<file path="src/rtl/reseller_ctrl.sv">
// Vending transaction sequencer: latches the item price, gates coin acceptance,
// and sequences the buy/refund flows (dispense, unit change payout, accumulator clear).
module reseller_ctrl #(
  parameter int DISP_CYCLES = 4,
  parameter int TIMEOUT     = 1000
) (
  input  logic       cp,
  input  logic       rst,
  input  logic       sel_valid,
  input  logic [7:0] sel_price,
  input  logic       buy,
  input  logic       cancel,
  input  logic [7:0] moneyv,
  output logic       acc_lock,
  output logic       acc_rst,
  output logic       dispense,
  output logic       change_pulse,
  output logic [7:0] change_left,
  output logic       err_short,
  output logic [2:0] state
);

  typedef enum logic [2:0] {
    IDLE     = 3'd0,
    COLLECT  = 3'd1,
    DISPENSE = 3'd2,
    CHANGE   = 3'd3,
    CLEAR    = 3'd4
  } state_t;

  localparam logic [15:0] TIMER_LAST = 16'(TIMEOUT - 1);
  localparam logic [3:0]  DISP_LAST  = 4'(DISP_CYCLES - 1);

  state_t      cur, nxt;
  logic [7:0]  price, price_nxt;
  logic [7:0]  moneyv_prev;
  logic [7:0]  change_left_nxt;
  logic [15:0] timer, timer_nxt;
  logic [3:0]  disp_cnt, disp_cnt_nxt;
  logic        phase, phase_nxt;
  logic        err_short_nxt;
  logic        change_pulse_nxt;

  always_comb begin
    nxt              = cur;
    price_nxt        = price;
    timer_nxt        = timer;
    disp_cnt_nxt     = disp_cnt;
    phase_nxt        = phase;
    change_left_nxt  = change_left;
    err_short_nxt    = 1'b0;
    change_pulse_nxt = 1'b0;
    unique case (cur)
      IDLE: begin
        if (sel_valid && (sel_price != 8'd0)) begin
          price_nxt = sel_price;
          timer_nxt = 16'd0;
          nxt       = COLLECT;
        end
      end
      COLLECT: begin
        // cancel beats buy beats timeout; a moneyv change restarts the idle count
        if (cancel) begin
          change_left_nxt = moneyv;
          phase_nxt       = 1'b0;
          nxt             = CHANGE;
        end else if (buy && (moneyv >= price)) begin
          change_left_nxt = moneyv - price;
          disp_cnt_nxt    = 4'd0;
          nxt             = DISPENSE;
        end else if (buy) begin
          err_short_nxt = 1'b1;
          timer_nxt     = 16'd0;
        end else if (moneyv != moneyv_prev) begin
          timer_nxt = 16'd0;
        end else if (timer == TIMER_LAST) begin
          change_left_nxt = moneyv;
          phase_nxt       = 1'b0;
          nxt             = CHANGE;
        end else begin
          timer_nxt = timer + 16'd1;
        end
      end
      DISPENSE: begin
        if (disp_cnt == DISP_LAST) begin
          phase_nxt = 1'b0;
          nxt       = CHANGE;
        end else begin
          disp_cnt_nxt = disp_cnt + 4'd1;
        end
      end
      CHANGE: begin
        // phase=1 is the mandatory gap after each pulse
        if (phase) begin
          phase_nxt = 1'b0;
        end else if (change_left == 8'd0) begin
          nxt = CLEAR;
        end else begin
          change_pulse_nxt = 1'b1;
          change_left_nxt  = change_left - 8'd1;
          phase_nxt        = 1'b1;
        end
      end
      CLEAR: begin
        nxt = IDLE;
      end
      default: begin
        nxt = IDLE;
      end
    endcase
  end

  always_ff @(posedge cp) begin
    if (!rst) begin
      cur          <= IDLE;
      price        <= 8'd0;
      moneyv_prev  <= 8'd0;
      timer        <= 16'd0;
      disp_cnt     <= 4'd0;
      phase        <= 1'b0;
      acc_lock     <= 1'b1;
      acc_rst      <= 1'b1;
      dispense     <= 1'b0;
      change_pulse <= 1'b0;
      change_left  <= 8'd0;
      err_short    <= 1'b0;
    end else begin
      cur          <= nxt;
      price        <= price_nxt;
      moneyv_prev  <= moneyv;
      timer        <= timer_nxt;
      disp_cnt     <= disp_cnt_nxt;
      phase        <= phase_nxt;
      acc_lock     <= (nxt != COLLECT);
      acc_rst      <= (nxt == CLEAR);
      dispense     <= (nxt == DISPENSE);
      change_pulse <= change_pulse_nxt;
      change_left  <= change_left_nxt;
      err_short    <= err_short_nxt;
    end
  end

  assign state = cur;

endmodule

</file>
<file path="config.mk">
export PLATFORM = sky130hd
export DESIGN_NAME = reseller_ctrl
export DESIGN_NICKNAME = d
export VERILOG_FILES = /design/src/rtl/reseller_ctrl.sv
export SDC_FILE = /design/constraint.sdc
export NUM_CORES = 1
export LEC_CHECK = 0
export ABC_AREA = 0
export CORE_MARGIN = 1
export CORE_UTILIZATION = 55
export CTS_CLUSTER_SIZE = 30
export DETAILED_ROUTE_END_ITERATION = 16
export GPL_TIMING_DRIVEN = 0
export PLACE_DENSITY_LB_ADDON = 0.05
export RECOVER_POWER = 50
export SLEW_MARGIN = 20
export SYNTH_ARGS = -nofsm -noshare
export SYNTH_HDL_FRONTEND = slang
export SYNTH_SLANG_ARGS = --single-unit
</file>
<file path="constraint.sdc">
create_clock -name cp -period 6.16 [get_ports cp]
set_input_delay 0.924 -clock cp [delete_from_list [all_inputs] [get_ports cp]]
set_output_delay 0.924 -clock cp [all_outputs]
set_load 0.005 [all_outputs]
</file>
==> flow_summary.yaml, run 1 <==
drt:
  remaining_antenna_violation_count: 0
  drt_pass1_iterations: 4
  drtIter0Drc: 140
  total_number_of_vias: 2772
  wire_per_inst_um: 14.8
  drt-vias-per-instance: 5.79
  routed_wirelength_mm: 7.10
  remaining_routing_drc_violations: 0
synth:
  synth_seq_area_share_pct: 34.7
  ys_dominant_reg_cell: "sky130_fd_sc_hd__dfxtp_1"
  netlist_instances: 365
  netlist-cell-type-count: 59
  synth.net_count: 398
  syn_avg_cell_area_sq_um: 8.39
  synthesis.area_sq_um: 3060
  synth.ff_latch_count: 53
  synth_edf_count: 0
  async_flop_share_pct: 0
  yosys_warnings: 0
setup_path:
  crit_path_max_fanout: 8
  setup.worst_path.end_class: "flop"
  critPathSlowestCell: "sky130_fd_sc_hd__o31ai_1"
  path_class: "primary input to flop"
  startpoint_class_of_the_critical_path: "primary input"
  r2r-start: "price[0]$_SDFFE_PN0P_"
  crit_path_cell_trace: "dlygate4sd3_1 -> or4_1 -> o31ai_1 -> o21ai_2 -> a31oi_1 -> nor4_1 -> xnor2_1 -> nor2_1"
  worst_path_largest_cell_delay_ps: 1210
  critical_path.top_delay_family: "compound AO/OA/AOI/OAI gates"
  required_time_at_the_endpoint_of_the_critical_path_ps: 6370
  origin_of_the_worst_setup_path: "sel_price[6]"
  critical_path_buf_inv_count: 1
  crit_arrival_ps: 4250
finish:
  num-nets-final: 441
  antenna_cells_inserted: 0
  final-seq-area_sq_um: 1060
  multiInputGateArea_sq_um: 1890
  post-route-util_pct: 68.3
  fill_cells: 453
  drive_gt1_share_pct: 4.40
  syn2layout_area_growth_pct: 16.8
sta:
  drv_slew: 0
  max-slew-margin-rel_pct: 0.745
  finalWorstPathRequiredPeriod_ps: 4040
  setup_total_negative_slack_ps: 0
  rsz_0062_raised_after_global_routing: "false"
  finalHoldViolations: 0
  final.setup_skew_ps: 6.89
  timing.fmax_mhz: 248
  smallest_hold_slack_ps: 469
  layout_worst_path_cycle_share_pct: 65.6
  transition_time_at_the_pin_with_the_least_slew_margin_ps: 1480
  final-setup-viol-count: 0
  postLayoutSetupSlackWorst_ps: 2120
floorplan:
  core_sq_um: 5240
  boundaryPins: 37
  total_die_area_sq_um: 5870
  fp.dieW_um: 76.6
  initial_core_util_pct: 58.5
  fp-row-count: 26
  die_h_um: 76.6
worst_hold_path:
  timing.hold.worst.start: "price[4]$_SDFFE_PN0P_"
  min_path_type: "flop to flop"
clock_network:
  cts_resized: 0
  cts-hold-fix-buffers: 0
  tritoncts: "built"
  cts_max_level: 2
  cts_made_buffers: 5
  max-clock-path-buffers: 2
  worstSkewPairLatency_ps: 310
  path_clk_slew_ps: 90
  post-cts-setup-buffers: 0
  clock_tree.root_cell: "sky130_fd_sc_hd__clkbuf_8"
  cts_sinks: 53
power_and_ir_drop:
  power_density_nw_per_um2: 256
  p_total_uw: 916
  power.leakage_uw: 0.00140
  max-vdd-ir-drop_v: 0.000154
place:
  setup_slack_placement_ps: 2280
  hpwlAfterDp_mm: 5.43
  port_bufs: 36
  routabilityCongestion: 0.891
global_routing:
  initial_antenna_violation_count: 0
  globalRouteTotalUtil_pct: 25.2
  overflow: 0
  first_global_vias: 2558
  pin_count_of_the_biggest_net_entering_global_routing: 16
  global_route_wire_length_before_repair_mm: 11.9
run_status:
  violations: "capacitance limit"
  result_of_the_run: "finished with violations"
run:
  maxCapViolations: 1
-- through the flow --
step	area, sq um	instances
after detailed placement	3510	471
after CTS	3590	479
after global routing	3580	479
after floorplan	3060	365
final	3580	479
after global placement	3510	471
-- layout make-up --
| class | instances | area share, % |
|---|---|---|
| sequential | 53 | 29.7 |
| timing repair buffer | 36 | 10.1 |
| clock inverter | 1 | 0.210 |
| buffer | 11 | 1.43 |
| inverter | 11 | 1.15 |
| multi-input combinational | 290 | 52.9 |
| clock buffer | 7 | 2.13 |
| tap | 70 | 2.45 |
-- path summary, 6_finish.rpt --
check / slack [ps] / end / depth (start not counted)
min: 470 / price[4]$_SDFFE_PN0P_ / 2
max: 2120 / timer[11]$_SDFFE_PN0P_ / 8
max reg2reg: 3440 / change_left[4]$_SDFFE_PN0P_ / 10
min reg2reg: 470 / price[4]$_SDFFE_PN0P_ / 2
-- metal layers --
metal  wire [um]  part of all wire [%]  global-route usage, %  up-vias
met2        3400                    48                   43.9       73
li1            -                     -                      -     1412
met1        3240                    46                   31.3     1276
met4         168                   2.4                   9.42        0
met5           0                     0                      0        -
met3         282                   4.0                   3.83       11
-- worst min-delay path, delay by kind of cell, from the launching register on --
kind | cells | cell delay, ps
AOI/OAI and AO/OA | 1 | 60
and+or+nand+nor | 1 | 50
DFF | 1 | 320
-- sequential cells by signal, indices dropped and copies added, names as in the netlist, 3 cells and up --
name,cells
timer,16
change_left,8
moneyv_prev,8
price,8
disp_cnt,4
state,3
-- cells in the mapped netlist, drive strengths merged, types with 2 or more instances --
cell type | instances | share of area (%)
dfxtp | 53 | 35
nand2 | 40 | 5.2
nor2 | 31 | 3.8
o21ai | 25 | 4.2
xor2 | 18 | 5.1
a21oi | 16 | 2.7
and2 | 14 | 2.9
mux2i | 13 | 4.2
nand3 | 13 | 2.1
ha | 11 | 4.5
inv | 11 | 1.3
nor2b | 11 | 2.2
clkbuf | 8 | 0.98
nor3 | 7 | 1.1
a21boi | 6 | 1.5
and3 | 6 | 1.2
nor4 | 6 | 1.2
xnor2 | 6 | 1.7
and4 | 5 | 1.4
nand4 | 5 | 1.0
o211ai | 5 | 1.2
or3 | 5 | 1.0
a31oi | 4 | 0.82
a41o | 3 | 0.98
buf | 3 | 0.69
nand2b | 3 | 0.61
nand3b | 3 | 0.74
nor4b | 3 | 1.3
o31a | 3 | 0.86
a21o | 2 | 0.49
a31o | 2 | 0.57
a32o | 2 | 0.65
and3b | 2 | 0.57
nor3b | 2 | 0.49
o21a | 2 | 0.49
o31ai | 2 | 0.94
or2 | 2 | 0.41
or4 | 2 | 0.61
-- report_power, final --
group,switching [uW],total (uW),internal [uW],leakage [uW]
combinational,183,323,140,0.000932
clock,116,197,80.8,0.0000385
sequential,26.3,397,370,0.000432
total,325,916,591,0.00140
-- cells by family (layout without fill, tap and decap cells) --
logic type               Yosys count  in the layout  share of synthesized area (%)
AND/OR/NAND/NOR                  161            161                           28.4
AO/OA/AOI/OAI                     80             80                           17.7
flip-flops                        53             53                           34.7
XOR/XNOR                          24             24                           6.87
buffers and inverters             22             66                           3.02
multiplexers                      13             13                           4.25
adder cells (fa/ha/maj)           12             12                           5.15
-- placed cells by master, fill, tap and decap left out, types with 3 or more instances in the layout --
cell,count
sky130_fd_sc_hd__a21boi_0,4
sky130_fd_sc_hd__a21oi_1,15
sky130_fd_sc_hd__a31oi_1,4
sky130_fd_sc_hd__a41o_1,3
sky130_fd_sc_hd__and2_0,5
sky130_fd_sc_hd__and2_1,9
sky130_fd_sc_hd__and3_1,6
sky130_fd_sc_hd__and4_1,5
sky130_fd_sc_hd__clkbuf_1,10
sky130_fd_sc_hd__clkbuf_8,5
sky130_fd_sc_hd__clkdlybuf4s50_1,18
sky130_fd_sc_hd__dfxtp_1,53
sky130_fd_sc_hd__dlygate4sd3_1,18
sky130_fd_sc_hd__ha_1,11
sky130_fd_sc_hd__inv_1,11
sky130_fd_sc_hd__mux2i_1,13
sky130_fd_sc_hd__nand2_1,38
sky130_fd_sc_hd__nand2b_1,3
sky130_fd_sc_hd__nand3_1,13
sky130_fd_sc_hd__nand3b_1,3
sky130_fd_sc_hd__nand4_1,5
sky130_fd_sc_hd__nor2_1,31
sky130_fd_sc_hd__nor2b_1,11
sky130_fd_sc_hd__nor3_1,7
sky130_fd_sc_hd__nor4_1,6
sky130_fd_sc_hd__o211ai_1,5
sky130_fd_sc_hd__o21ai_0,23
sky130_fd_sc_hd__o31a_1,3
sky130_fd_sc_hd__or3_1,5
sky130_fd_sc_hd__xnor2_1,6
sky130_fd_sc_hd__xor2_1,18
(Power assumes the default switching activity.)
==> run 2: changes to the inputs <==
CORE_UTILIZATION = 50   (was 55)
clock period = 3.4 ns   (was 6.16 ns; I/O delays follow)
==> flow_summary.yaml, run 2 (synthesis results as in run 1) <==
setup_path:
  worst_path_largest_cell_delay_ps: 520
  path_class: "primary input to flop"
  crit_arrival_ps: 3420
  crit_path_cell_trace: "clkdlybuf4s50_1 -> inv_1 -> ha_1 -> fa_1 -> nand2b_1 -> a21oi_1 -> o21ai_0 -> a21oi_1 -> a211o_1 -> buf_2 -> nand2_1 -> a32o_1"
  origin_of_the_worst_setup_path: "moneyv[0]"
  critPathSlowestCell: "sky130_fd_sc_hd__clkdlybuf4s50_1"
  critical_path.top_delay_family: "compound AO/OA/AOI/OAI gates"
  setup.worst_path.end_class: "flop"
  startpoint_class_of_the_critical_path: "primary input"
  required_time_at_the_endpoint_of_the_critical_path_ps: 3610
  worst-r2r-cell-count: 10
  ff2ff_setup_slack_ps: 690
  crit_path_max_fanout: 10
  critical_path_buf_inv_count: 3
  r2r-start: "price[0]$_SDFFE_PN0P_"
  cpMostUsedCell: "sky130_fd_sc_hd__a21oi_1"
  regToRegEndpoint: "change_left[4]$_SDFFE_PN0P_"
worst_hold_path:
  timing.hold.worst.start: "price[4]$_SDFFE_PN0P_"
  min_path_type: "flop to flop"
  worstHoldPathCells: 2
  hold-path-endpoint: "price[4]$_SDFFE_PN0P_"
sta:
  layout_worst_path_cycle_share_pct: 94.5
  timing.fmax_mhz: 311
  max-slew-margin-rel_pct: 56.3
  rsz_0062_raised_after_global_routing: "false"
  final-setup-viol-count: 0
  final.setup_skew_ps: 7.41
  transition_time_at_the_pin_with_the_least_slew_margin_ps: 651
  drv_slew: 0
  finalWorstPathRequiredPeriod_ps: 3210
  finalHoldViolations: 0
drt:
  drtIter0Drc: 112
  total_number_of_vias: 2785
  met3_wirelength_um: 280
  top_layer: "met4"
  routed_wirelength_mm: 7.16
  wire_per_inst_um: 14.8
  m1WireLength_mm: 3.28
  remaining_antenna_violation_count: 0
  drt_pass1_iterations: 4
  drt-vias-per-instance: 5.75
  met2_wl_mm: 3.43
  remaining_routing_drc_violations: 0
finish:
  final_common_cell: "sky130_fd_sc_hd__dfxtp_1"
  drive_gt1_share_pct: 4.65
  post-route-util_pct: 60.8
  syn2layout_area_growth_pct: 17.5
  final-seq-area_sq_um: 1060
  fill_cells: 573
  registers.top_by_ff_count: "timer"
  antenna_cells_inserted: 0
  multiInputGateArea_sq_um: 1900
  num-nets-final: 441
  final_cell_mix: "sky130_fd_sc_hd__dfxtp_1 (53), sky130_fd_sc_hd__nand2_1 (38), sky130_fd_sc_hd__nor2_1 (31)"
  largest_reg_flops: 16
clock_network:
  worstSkewPairLatency_ps: 310
  path_clk_slew_ps: 100
  post-cts-setup-buffers: 0
  tritoncts: "built"
  cts_max_level: 2
  cts-hold-fix-buffers: 0
  max-clock-path-buffers: 2
  cts_made_buffers: 5
  cts_resized: 0
  clock_tree.root_cell: "sky130_fd_sc_hd__clkbuf_8"
  cts_sinks: 53
power_and_ir_drop:
  share_clk_of_total_power_pct: 21.5
  power.share.sequential_pct: 43.0
  power.leakage_uw: 0.00140
  switching_share_pct: 35.7
  intPower_uw: 1070
  p_total_uw: 1670
  sw_pwr_uw: 596
  comb_power_share_pct: 35.4
  power_density_nw_per_um2: 463
  max-vdd-ir-drop_v: 0.000238
floorplan:
  core_sq_um: 5920
  fp-row-count: 28
  boundaryPins: 37
  die_h_um: 80.3
  initial_core_util_pct: 51.7
  fp.dieW_um: 80.3
  total_die_area_sq_um: 6440
global_routing:
  first_global_vias: 2617
  overflow: 0
  pin_count_of_the_biggest_net_entering_global_routing: 17
  globalRouteTotalUtil_pct: 24.2
  global_route_wire_length_before_repair_mm: 12.1
  initial_antenna_violation_count: 0
place:
  port_bufs: 36
  hpwlAfterDp_mm: 5.49
  routabilityCongestion: 0.888
run_status:
  result_of_the_run: "completed"
run:
  maxCapViolations: 0
## run 2: cell types whose count changed in the layout (fill, tap and decap cells not counted), sizes merged
cell,before,now
buf,3,2
clkinvlp,1,2
## run 2: metrics by stage
step	setup TNS [ps]	hold WS, ps	cell area [sq um]	setup WS, ps	std cells
finish	0	473	3600	188	484
floorplan	0	444	3060	813	365
detailed placement	-177	461	3520	-71.9	476
CTS	0	475	3600	261	484
global route	0	514	3600	59.7	484
global placement	-144	454	3520	-61.4	476
## run 2: worst max-delay path by stage
| stage | to | cells past startpoint |
|---|---|---|
| finish | change_left[4]$_SDFFE_PN0P_ | 12 |
| global route | change_left[4]$_SDFFE_PN0P_ | 12 |
| CTS | change_left[4]$_SDFFE_PN0P_ | 12 |
| detailed placement | change_left[4]$_SDFFE_PN0P_ | 12 |
| global placement | change_left[4]$_SDFFE_PN0P_ | 12 |
| floorplan | change_left[4]$_SDFFE_PN0P_ | 11 |
## run 2: layer usage
metal | global-route usage, % | up-vias
met2 | 43.0 | 71
met3 | 3.98 | 14
met4 | 7.68 | 0
met1 | 29.6 | 1297
met5 | 0 | -
li1 | - | 1403
## run 2: power groups by stage
stage | combinational [uW] | clock, uW | sequential, uW
2_1_floorplan | 404 | 0 | 727
3_3_place_gp | 593 | 0 | 732
3_5_place_dp | 602 | 0 | 734
4_1_cts | 605 | 372 | 719
5_1_grt | 662 | 389 | 727
6_report | 591 | 359 | 718
## run 2: worst min-delay path, cell delays in order (launching register included)
cell and delay, ps:
sky130_fd_sc_hd__dfxtp_1 320, sky130_fd_sc_hd__nand2_1 50, sky130_fd_sc_hd__a21boi_0 60
## run 2: cell type report
cell class | count | area share [%]
inverters | 11 | 1.15
multi-input cells | 290 | 52.9
clock inverters | 2 | 0.417
plain buffers | 11 | 1.39
well taps | 75 | 2.61
clock buffers | 6 | 2.02
repair buffers | 36 | 10.0
flip-flops and latches | 53 | 29.5
